==> src/rtl/io_stream_pkg.sv <==
// Shared widths and helpers for the GPIO pad stream <-> accelerator word path.
// Used by the input deserializer and the matching output serializer.
package io_stream_pkg;

  localparam int unsigned IO_DATA_WIDTH  = 16;
  localparam int unsigned ACC_WORD_WIDTH = 256;

  function automatic int unsigned beats_per_word(input int unsigned in_w,
                                                 input int unsigned out_w);
    return out_w / in_w;
  endfunction

endpackage

==> src/rtl/io_stream_deserializer_if.sv <==
// Pad-side beat stream and core-side word stream of io_stream_deserializer.
// The flush signal exists only when DESER_FLUSH_EN is defined.
interface io_stream_deserializer_if import io_stream_pkg::*; #(
  parameter int unsigned IN_WIDTH  = IO_DATA_WIDTH,
  parameter int unsigned OUT_WIDTH = ACC_WORD_WIDTH
);
  localparam int unsigned BEATS = beats_per_word(IN_WIDTH, OUT_WIDTH);
  localparam int unsigned CNT_W = $clog2(BEATS);

  logic                 input_vld;
  logic                 input_rdy;
  logic [IN_WIDTH-1:0]  input_data;
  logic                 output_vld;
  logic                 output_rdy;
  logic [OUT_WIDTH-1:0] output_data;
  logic [CNT_W-1:0]     beat_cnt;
`ifdef DESER_FLUSH_EN
  logic                 flush;
`endif

  modport master (
    output input_vld, input_data, output_rdy,
`ifdef DESER_FLUSH_EN
    output flush,
`endif
    input  input_rdy, output_vld, output_data, beat_cnt
  );

  modport slave (
    input  input_vld, input_data, output_rdy,
`ifdef DESER_FLUSH_EN
    input  flush,
`endif
    output input_rdy, output_vld, output_data, beat_cnt
  );

endinterface

==> src/rtl/io_stream_deserializer.sv <==
// Packs IN_WIDTH pad beats (first beat in LSBs) into OUT_WIDTH words with one assembly
// stage and one output register. Optional partial-word flush under DESER_FLUSH_EN.
module io_stream_deserializer import io_stream_pkg::*; #(
  parameter int unsigned IN_WIDTH  = IO_DATA_WIDTH,
  parameter int unsigned OUT_WIDTH = ACC_WORD_WIDTH
) (
  input logic                    clk,
  input logic                    rst_n,
  io_stream_deserializer_if.slave bus
);
  localparam int unsigned BEATS = beats_per_word(IN_WIDTH, OUT_WIDTH);
  localparam int unsigned CNT_W = $clog2(BEATS);
  localparam logic [CNT_W-1:0] LAST_CNT = CNT_W'(BEATS - 1);

  if ((OUT_WIDTH % IN_WIDTH) != 0 || BEATS < 2) begin : g_bad_cfg
    $error("io_stream_deserializer: OUT_WIDTH must be a multiple of IN_WIDTH with >= 2 beats");
  end

  logic [OUT_WIDTH-1:0] asm_q, asm_d;
  logic [OUT_WIDTH-1:0] out_data_q, out_data_d;
  logic [CNT_W-1:0]     cnt_q, cnt_d;
  logic                 asm_full_q, asm_full_d;
  logic                 out_vld_q, out_vld_d;
  logic                 beat_acc, word_acc, word_done;

  always_comb begin
    asm_d      = asm_q;
    out_data_d = out_data_q;
    cnt_d      = cnt_q;
    asm_full_d = asm_full_q;
    out_vld_d  = out_vld_q;
    beat_acc   = bus.input_vld && !asm_full_q;
    word_acc   = out_vld_q && bus.output_rdy;

    if (beat_acc) begin
      for (int unsigned i = 0; i < BEATS; i++) begin
        if (cnt_q == CNT_W'(i)) asm_d[i*IN_WIDTH +: IN_WIDTH] = bus.input_data;
      end
      cnt_d = (cnt_q == LAST_CNT) ? '0 : cnt_q + 1'b1;
    end
    word_done = beat_acc && (cnt_q == LAST_CNT);

`ifdef DESER_FLUSH_EN
    // Slices beyond the last written beat are still zero because the assembly
    // register is cleared whenever its word leaves.
    if (bus.flush && !asm_full_q && (beat_acc || cnt_q != '0)) begin
      word_done = 1'b1;
      cnt_d     = '0;
    end
`endif

    if (word_done) begin
      if (!out_vld_q || word_acc) begin
        out_data_d = asm_d;
        out_vld_d  = 1'b1;
        asm_d      = '0;
      end else begin
        asm_full_d = 1'b1;
      end
    end else if (word_acc) begin
      if (asm_full_q) begin
        out_data_d = asm_q;
        asm_d      = '0;
        asm_full_d = 1'b0;
      end else begin
        out_vld_d = 1'b0;
      end
    end
  end

  always_ff @(posedge clk or negedge rst_n) begin
    if (!rst_n) begin
      asm_q      <= '0;
      out_data_q <= '0;
      cnt_q      <= '0;
      asm_full_q <= 1'b0;
      out_vld_q  <= 1'b0;
    end else begin
      asm_q      <= asm_d;
      out_data_q <= out_data_d;
      cnt_q      <= cnt_d;
      asm_full_q <= asm_full_d;
      out_vld_q  <= out_vld_d;
    end
  end

  // input_rdy depends on a flop only, never on output_rdy.
  assign bus.input_rdy   = !asm_full_q;
  assign bus.output_vld  = out_vld_q;
  assign bus.output_data = out_data_q;
  assign bus.beat_cnt    = cnt_q;

endmodule
==> src/flat_wrapper.sv <==
// flat-port wrapper written by rule: the top's interface ports become plain ports
module io_stream_deserializer_flat import io_stream_pkg::*;
#(
  parameter int unsigned IN_WIDTH  = IO_DATA_WIDTH,
  parameter int unsigned OUT_WIDTH = ACC_WORD_WIDTH
)
  (clk, rst_n, bus_input_vld, bus_input_data, bus_output_rdy, bus_input_rdy, bus_output_vld, bus_output_data, bus_beat_cnt);
  io_stream_deserializer_if #(.IN_WIDTH(IN_WIDTH), .OUT_WIDTH(OUT_WIDTH)) bus_i ();
  input logic clk;
  input logic rst_n;
  input wire logic [$bits(bus_i.input_vld)-1:0] bus_input_vld;
  input wire logic [$bits(bus_i.input_data)-1:0] bus_input_data;
  input wire logic [$bits(bus_i.output_rdy)-1:0] bus_output_rdy;
  output wire logic [$bits(bus_i.input_rdy)-1:0] bus_input_rdy;
  output wire logic [$bits(bus_i.output_vld)-1:0] bus_output_vld;
  output wire logic [$bits(bus_i.output_data)-1:0] bus_output_data;
  output wire logic [$bits(bus_i.beat_cnt)-1:0] bus_beat_cnt;
  assign bus_i.input_vld = bus_input_vld;
  assign bus_i.input_data = bus_input_data;
  assign bus_i.output_rdy = bus_output_rdy;
  assign bus_input_rdy = bus_i.input_rdy;
  assign bus_output_vld = bus_i.output_vld;
  assign bus_output_data = bus_i.output_data;
  assign bus_beat_cnt = bus_i.beat_cnt;
  io_stream_deserializer #(.IN_WIDTH(IN_WIDTH), .OUT_WIDTH(OUT_WIDTH)) u_core (.clk(clk), .rst_n(rst_n), .bus(bus_i));
endmodule
==> config.mk <==
export PLATFORM = sky130hd
export DESIGN_NAME = io_stream_deserializer_flat
export DESIGN_NICKNAME = d
export VERILOG_FILES = /design/src/rtl/io_stream_pkg.sv /design/src/rtl/io_stream_deserializer_if.sv /design/src/rtl/io_stream_deserializer.sv /design/src/flat_wrapper.sv
export SDC_FILE = /design/constraint.sdc
export NUM_CORES = 1
export LEC_CHECK = 0
export ABC_CLOCK_PERIOD_IN_PS = 2900
export CAP_MARGIN = 5
export CORE_ASPECT_RATIO = 0.6
export CORE_MARGIN = 4
export CORE_UTILIZATION = 30
export DETAILED_ROUTE_END_ITERATION = 6
export SKIP_LAST_GASP = 1
export SLEW_MARGIN = 20
export SYNTH_ARGS = -nofsm -noshare
export SYNTH_HDL_FRONTEND = slang
export SYNTH_SLANG_ARGS = --single-unit
==> constraint.sdc <==
create_clock -name clk -period 2.9 [get_ports clk]
set_input_delay 0.725 -clock clk [delete_from_list [all_inputs] [get_ports clk]]
set_output_delay 0.725 -clock clk [all_outputs]
set_load 0.02 [all_outputs]
Word-level counts from Yosys, hierarchy flattened
Index checks and enable logic that the tools add are counted.
{ "word_totals": {"latchBits": 0, "in_bits": 20, "out_inout_bits": 262, "rom_bits": 0, "memories": 0, "regBits": 518, "ramBits": 0} }
{ "op_classes": {"mux": 33, "eq_ne": 18, "shift": 0, "add_sub_neg": 1, "div": 0, "n_lt_le_gt_ge": 0, "n_reduce_logical": 12, "bitwise_logic": 0, "n_mul": 0} }
{ "ops": {"columns": ["op", "n"], "rows": [
  ["$mux W256", 9],
  ["$mux W16", 16],
  ["$eq A4 B4 Y1 const B", 8],
  ["$eq A4 B3 Y1 const B", 4],
  ["$eq A4 B2 Y1 const B", 2],
  ["$mux W1", 7],
  ["$ne A2 B2 Y1 const B", 3],
  ["$reduce_and A3 Y1", 2],
  ["$add A4 B1 Y4 const B", 1],
  ["$eq A4 B1 Y1 const B", 1],
  ["$logic_not A4 Y1", 1],
  ["$mux W4", 1],
  ["$reduce_bool A2 Y1", 2],
  ["$logic_and A1 B1 Y1", 3],
  ["$logic_not A1 Y1", 2],
  ["$reduce_and A2 Y1", 1],
  ["$logic_or A1 B1 Y1", 1]
]} }

Logic depth before layout (Yosys ltp)
Gate-level depths: netlist of the first run.
{ "depth": {"word_depth": 6, "ltp_mapped": 8} }

Least setup slack after synthesis of the first run
No wires, ideal clock.
{ "synth_timing": {"path_kind": "reg-to-reg", "from": "reg u_core.cnt_q[1] (netlist: u_core.bus.beat_cnt[1])", "to": "reg u_core.out_data_q[230] (netlist: u_core.bus.output_data[230])", "path_stages_with_launch": 8, "t_required_ns": 2.775, "slack_ns": 0.666, "t_arrival_ns": 2.109, "cell_sequence": "dfrtp_1 ha_1 and3_1 and3_1 buf_2 buf_2 mux2_2 mux2_2"} }
{ "synth_between": {"elab_chain_len": 5, "word_cells_on_any_way": 11} }
{ "synth_rtl": {"columns": ["item", "line", "text"], "rows": [
  ["start, declared", "io_stream_deserializer.sv:21", "logic [CNT_W-1:0] cnt_q, cnt_d;"],
  ["start signal, assigned", "io_stream_deserializer.sv:81", "cnt_q <= cnt_d;"],
  ["$eq A4 B4 Y1", "io_stream_deserializer.sv:37", "if (cnt_q == CNT_W'(i)) asm_d[i*IN_WIDTH +: IN_WIDTH] = bus.input_data;"],
  ["$mux W16", "io_stream_deserializer.sv:37", null],
  ["$mux W256", "io_stream_deserializer.sv:35", "if (beat_acc) begin"],
  ["$mux W256", "io_stream_deserializer.sv:53", "if (!out_vld_q || word_acc) begin"],
  ["$mux W256", "io_stream_deserializer.sv:52", "if (word_done) begin"],
  ["end signal, assigned", "io_stream_deserializer.sv:80", "out_data_q <= out_data_d;"],
  ["end, declared", "io_stream_deserializer.sv:20", "logic [OUT_WIDTH-1:0] out_data_q, out_data_d;"]
]} }
Parallel ways exist; a longest one is shown, timed or not. The select of a mux whose other input is x is not followed.
A chain may end at the register's enable or synchronous reset.

Worst setup path in the final report of the first run
{ "layout_timing": {"from": "reg u_core.asm_full_q", "to": "out bus_input_rdy"} }
{ "layout_between": {"elab_chain_len": 1} }
{ "layout_rtl": {"columns": ["item", "line", "text"], "rows": [
  ["start, declared", "io_stream_deserializer.sv:22", "logic asm_full_q, asm_full_d;"],
  ["start signal, assigned", "io_stream_deserializer.sv:82", "asm_full_q <= asm_full_d;"],
  ["$logic_not A1 Y1", "io_stream_deserializer.sv:88", "assign bus.input_rdy = !asm_full_q;"],
  ["end, declared", "flat_wrapper.sv:14", "output wire logic [$bits(bus_i.input_rdy)-1:0] bus_input_rdy;"]
]} }
No other way between the ends.

==> metrics, run 1 <==
HP Class in -> async; gp weighted congestion 0.747; Synth Net Count about 1800; Yosys Warn Count 0; port bufs 281; CTS Buf Count just over 50; worst vdd ir 417 µV; Slowest cell on crit path clkdlybuf4s50_1; worst rel slew slack a little over a quarter; Max FO, Critical Path 11; residual DRC count 0; Placed Cells 2935; Design Area, Final 0.0268 mm²; vias in the first global route approximately 15000; via count 14500; Pleak 12.6 nW; pin count of the biggest net entering global routing 92; Clock transition at path regs 60 ps; first-pass GRT wire length 96100 µm; CTS max path bufs 3; top_reg_cell synth dfrtp_1; Final Core Density between 30% and 40%; element type at the critical path start flip-flop; Die Y 213 µm; Synth top area share 61.9%; antenna violations before repair 4; post-CTS repair timing setup buffer count 0; Initial DRC Count 1050; Initial Util between 30% and 40%; Overall Power 19.9 mW; gr usage total 17.1%; layout cell share with drive strength beyond 1 14.9%; crit-path cells inv_1 > clkdlybuf4s50_1; I/O Pins approximately 280; max-cap check violation count 0; top cell type by total area after synthesis dfrtp_1; count leader, synth dfrtp_1; hold_buf cts 0; n_diodes 0; synth cell count leaders dfrtp_1, nand2_1, a21oi_1, mux2_1, mux2_2; core area around 0.07 mm²; clk_skew 14.9 ps; global route overflow 0; Clock Sinks about 520; Post-Syn Area 0.0210 mm²; Final setup viols 0; DP Area 0.0251 mm²; sequential area share after synthesis roughly three fifths; Worst-Margin Slew 1090 ps; ys async rst share 100%; Max Transition Viols Final 0; Post-synth EDFFs 0; Routed Wire Length 63800 µm; Worst-Skew Late Latency 590 ps; Critical Path RT 2170 ps; DRT Pass-1 Iters 5; ANT nets after route 0; synthesis-stage register bit count 518; row cnt 74; RSZ-0062 raised after global routing false; Non-Filler Instances 3027; buffers and inverters on the worst path 2; Die Wd about 350 µm; CP Class reg -> out; Fin. Hold Viols 0; die area between 0.07 and 0.08 mm²; fmax 361 MHz; htree depth 2; vias per cell 4.79; DP HPWL between 40000 and 50000 µm; Final Cycle Share 95.5%; post-cts resize count 0; worst path arrival time slightly above 2000 ps; area delta synth->final 28.1%; CP top delay family buffers and inverters; syn_area_per_cell 11.7 µm²; CP max stage delay roughly 750 ps; synthesized instance count 1796; Pwr Density 742 mW/mm²; post-DR wirelength/cell around 21 µm; fin nets 2101; CTS tree built; Fin Setup TNS 0 ps; status completed; top cells by area, synth dfrtp_1, mux2_1, nand2_1; Clock Root Buffer clkbuf_16; CP endpoint kind output port; Final min period around 2800 ps; Netlist cell types 32
[worst paths after layout]
kind	from	end	slack, ps	cells after the start
worst max-delay path	u_core.asm_full_q	bus_input_rdy	130	2
worst min-delay path	rst_n	u_core.bus.output_data[121]	90	1
worst max register to register	u_core.bus.beat_cnt[0]	u_core.bus.output_data[198]	450	7
worst min register to register	u_core.bus.output_data[79]	u_core.bus.output_data[79]	480	1
max in group asynchronous	rst_n	u_core.bus.output_data[200]	1890	2
min in group clk	u_core.bus.output_data[79]	u_core.bus.output_data[79]	480	1
[worst reg2reg max path, cell delays in order, from the launching register on]
cell,delay (ps)
dfrtp_1,460
ha_1,310
nand3_1,180
o31a_1,310
a21oi_4,240
buf_12,220
buf_12,230
mux2_2,360
[metal layers]
layer,vias up,track usage [%],part of all wire [%]
met2,412,27.0,46
met3,91,3.45,6.1
li1,6551,-,-
met5,-,0,0.020
met4,2,3.87,1.8
met1,7429,24.4,46
[final cells by class]
class,count,area (µm²)
Multi-Input combinational cell,1128,7210
Tap cell,912,1140
Timing Repair Buffer,373,3740
Clock buffer,72,1480
Inverter,4,15.0
Clock inverter,20,300
Sequential cell,518,13000
Fill cell,6528,41800
[state kept, by name (all words and copies together) (netlist names)]
register                count
u_core.bus.output_vld       1
u_core.asm_full_q           1
u_core.asm_q              256
u_core.bus.beat_cnt         4
u_core.bus.output_data    256
[metrics by stage]
| step | worst slack, ps | hold slack, ps |
|---|---|---|
| after floorplan | 666 | 429 |
| after CTS | 111 | 66.5 |
| after detailed placement | 0.917 | 474 |
| after global placement | 43.9 | 467 |
| after global routing | 72.5 | 85.7 |
| final | 131 | 89.2 |
[report_power, final]
part / switching [mW] / internal (mW) / total (mW)
Sequential: 0.880 / 8.69 / 9.57
Combinational: 1.88 / 1.39 / 3.27
Clock: 2.89 / 4.18 / 7.07
[cells by family (layout without fill, tap and decap cells)]
group	count (synthesis)	in the layout	share of synthesized area, %
adder cells (fa/ha/maj)	5	5	0.299
buffers and inverters	150	469	3.80
flip-flops	518	518	61.9
XOR/XNOR	3	3	0.125
AND/OR/NAND/NOR	535	535	10.0
multiplexers	320	320	17.2
AO/OA/AOI/OAI	265	265	6.67
[layout by cell type, fill, tap and decap left out, types with 2 or more instances in the layout]
master and instances:
and2_1 12, clkdlybuf4s50_1 266, inv_1 4, clkbuf_1 11
xnor2_1 2, clkinv_2 5, mux2_2 122, clkinv_4 4
buf_4 68, o21ai_0 4, nor2_1 3, buf_12 24
clkbuf_8 8, ha_1 5, a21oi_1 241, bufinv_16 7
and4bb_2 2, and3_1 5, mux2_1 198, nand3_1 3
buf_2 14, dfrtp_1 518, a22o_1 16, nand2_1 502
clkinvlp_4 4, and2_0 3, clkbuf_16 53
No activity file was read; power rests on OpenSTA's default activity.
==> run 2: changes to the inputs <==
--- a/config.mk
+++ b/config.mk
@@ -5,12 +5,13 @@
 export SDC_FILE = /design/constraint.sdc
 export NUM_CORES = 1
 export LEC_CHECK = 0
-export ABC_CLOCK_PERIOD_IN_PS = 2900
+export ABC_CLOCK_PERIOD_IN_PS = 3210
 export CAP_MARGIN = 5
 export CORE_ASPECT_RATIO = 0.6
 export CORE_MARGIN = 4
-export CORE_UTILIZATION = 30
+export CORE_UTILIZATION = 52
 export DETAILED_ROUTE_END_ITERATION = 6
+export PLACE_DENSITY = 0.76
 export SKIP_LAST_GASP = 1
 export SLEW_MARGIN = 20
 export SYNTH_ARGS = -nofsm -noshare
==> constraint.sdc (replaced) <==
create_clock -name clk -period 3.21 [get_ports clk]
set_input_delay 0.8025 -clock clk [delete_from_list [all_inputs] [get_ports clk]]
set_output_delay 0.8025 -clock clk [all_outputs]
set_load 0.02 [all_outputs]
==> metrics, run 2 (synthesized netlist as in run 1, its figures left out) <==
crit-path cells inv_1 > clkdlybuf4s50_1; Clock Root Buffer clkbuf_16; most frequent cells in the layout dfrtp_1, nand2_1, clkdlybuf4s50_1; ANT nets after route 0 (unchanged); Max FO, Critical Path 11 (unchanged); Slowest cell on crit path clkdlybuf4s50_1; worst path arrival time 1910 ps (-130 ps); DRT Pass-1 Iters 5 (unchanged); fin nets 2072 (-1.4%); port bufs 281 (unchanged); Final min period 2710 ps; Fin Setup TNS 0 ps (unchanged); CTS tree built; area delta synth->final 23.7%; Clock Sinks 518 (unchanged); Final Core Density 65.7% (+27 points); Fin. Hold Viols 0 (unchanged); Max Transition Viols Final 0 (unchanged); RSZ-0062 raised after global routing false; via count 14600 (+0.70%); dpl ws 152 ps (+151 ps); n_diodes 0 (unchanged); worst vdd ir 448 µV (+7.2%); CTS max path bufs 3 (unchanged); layout cell share with drive strength beyond 1 13.2% (-1.8 points); element type at the critical path start flip-flop; Design Area, Final 0.0259 mm² (-3.5%); area of the multi-input gates 0.00721 mm² (about the same); global route overflow 0 (unchanged); met3 GRT Util 5.39% (+1.9 points); hold_buf cts 0 (unchanged); status completed; post-CTS repair timing setup buffer count 0 (unchanged); hold slack 253 ps (+163 ps); Critical Path RT 2410 ps (+240 ps); Clock transition at path regs 70 ps (about the same); residual DRC count 0 (unchanged); post-DR wirelength/cell 21.8 µm (+3.4%); die area 0.0437 mm² (-41%); fill cell count 2916 (-55%); CP max stage delay 630 ps (-120 ps); CP endpoint kind output port; Overall Power 17.1 mW (-14%); gr usage total 26.0% (+8.9 points); Routed Wire Length 56800 µm (-11%); post-cts resize count 0 (unchanged); grt peak-use layer met2; Reg2Reg Depth 7 (unchanged); Pwr Density 661 mW/mm² (-11%); Final setup viols 0 (unchanged); DP HPWL 37000 µm (-11%); met1 Use GR 37.2% (+13 points); core area 0.0394 mm² (-43%); Worst-Skew Late Latency 560 ps (-30 ps); htree depth 2 (unchanged); vias per cell 5.60 (+17%); Die Y 163 µm (-23%); row cnt 56 (-24%); CP Class reg -> out; Initial DRC Count 1234 (+18%); Pleak 12.4 nW (-1.9%); DP Area 0.0244 mm² (-2.7%); worst setup margin 498 ps (+366 ps); max-cap check violation count 0 (unchanged); worst rel slew slack 40.5% (+13 points); CTS Buf Count 47 (-7.8%); Placed Cells 2520 (-14%); register area 0.0130 mm² (unchanged); vias in the first global route 14800 (-0.67%); clk_skew 15.9 ps (+1.00 ps); first-pass GRT wire length 87700 µm (-8.7%); Die Wd 267 µm (-23%); Final Cycle Share 84.5%; gp weighted congestion 0.791 (+5.8%); Non-Filler Instances 2605 (-14%); antenna violations before repair 0 (-4); I/O Pins 282 (unchanged); commonest non-fill, non-tap cell in the layout dfrtp_1; pin count of the biggest net entering global routing 79 (-14%); Initial Util 53.1% (+23 points); Worst-Margin Slew 893 ps (-198 ps); HP Class in -> async; M2 GR Usage 41.3% (+14 points); fmax 369 MHz
## run 2: power by group
group	internal [mW]	leakage (nW)	switching [mW]	total, mW
Combinational	1.24	4.62	1.64	2.88
Clock	3.18	0.762	2.43	5.61
Sequential	7.85	6.99	0.809	8.66
Total	12.3	12.4	4.87	17.1
## run 2: critical path, delay by kind of cell (launching register included)
family,cells,cell delay [ps]
buf+inv,2,830
flops,1,510
## run 2: worst paths after layout
path                                               end  slack [ps]                    from
min                                   u_core.asm_q[75]         250                   rst_n
min reg2reg                u_core.bus.output_data[184]         480       u_core.asm_q[184]
min in group clk           u_core.bus.output_data[184]         480       u_core.asm_q[184]
max                                      bus_input_rdy         500       u_core.asm_full_q
max in group asynchronous            u_core.asm_q[248]        2080                   rst_n
max reg2reg                u_core.bus.output_data[224]         570  u_core.bus.beat_cnt[1]
## run 2: cell type report
class | instances | share of cell area, %
multi-input cells | 1128 | 27.8
repair buffers | 348 | 13.7
flip-flops and latches | 518 | 50.0
clock buffers | 71 | 5.40
clock inverters | 14 | 0.517
inverters | 4 | 0.0579
well taps | 522 | 2.52
## run 2: layer usage
metal | share of wire, % | vias to the layer above
met5 | 0 | -
met4 | 2.1 | 0
met3 | 7.4 | 95
met2 | 47 | 526
met1 | 43 | 7484
li1 | - | 6481
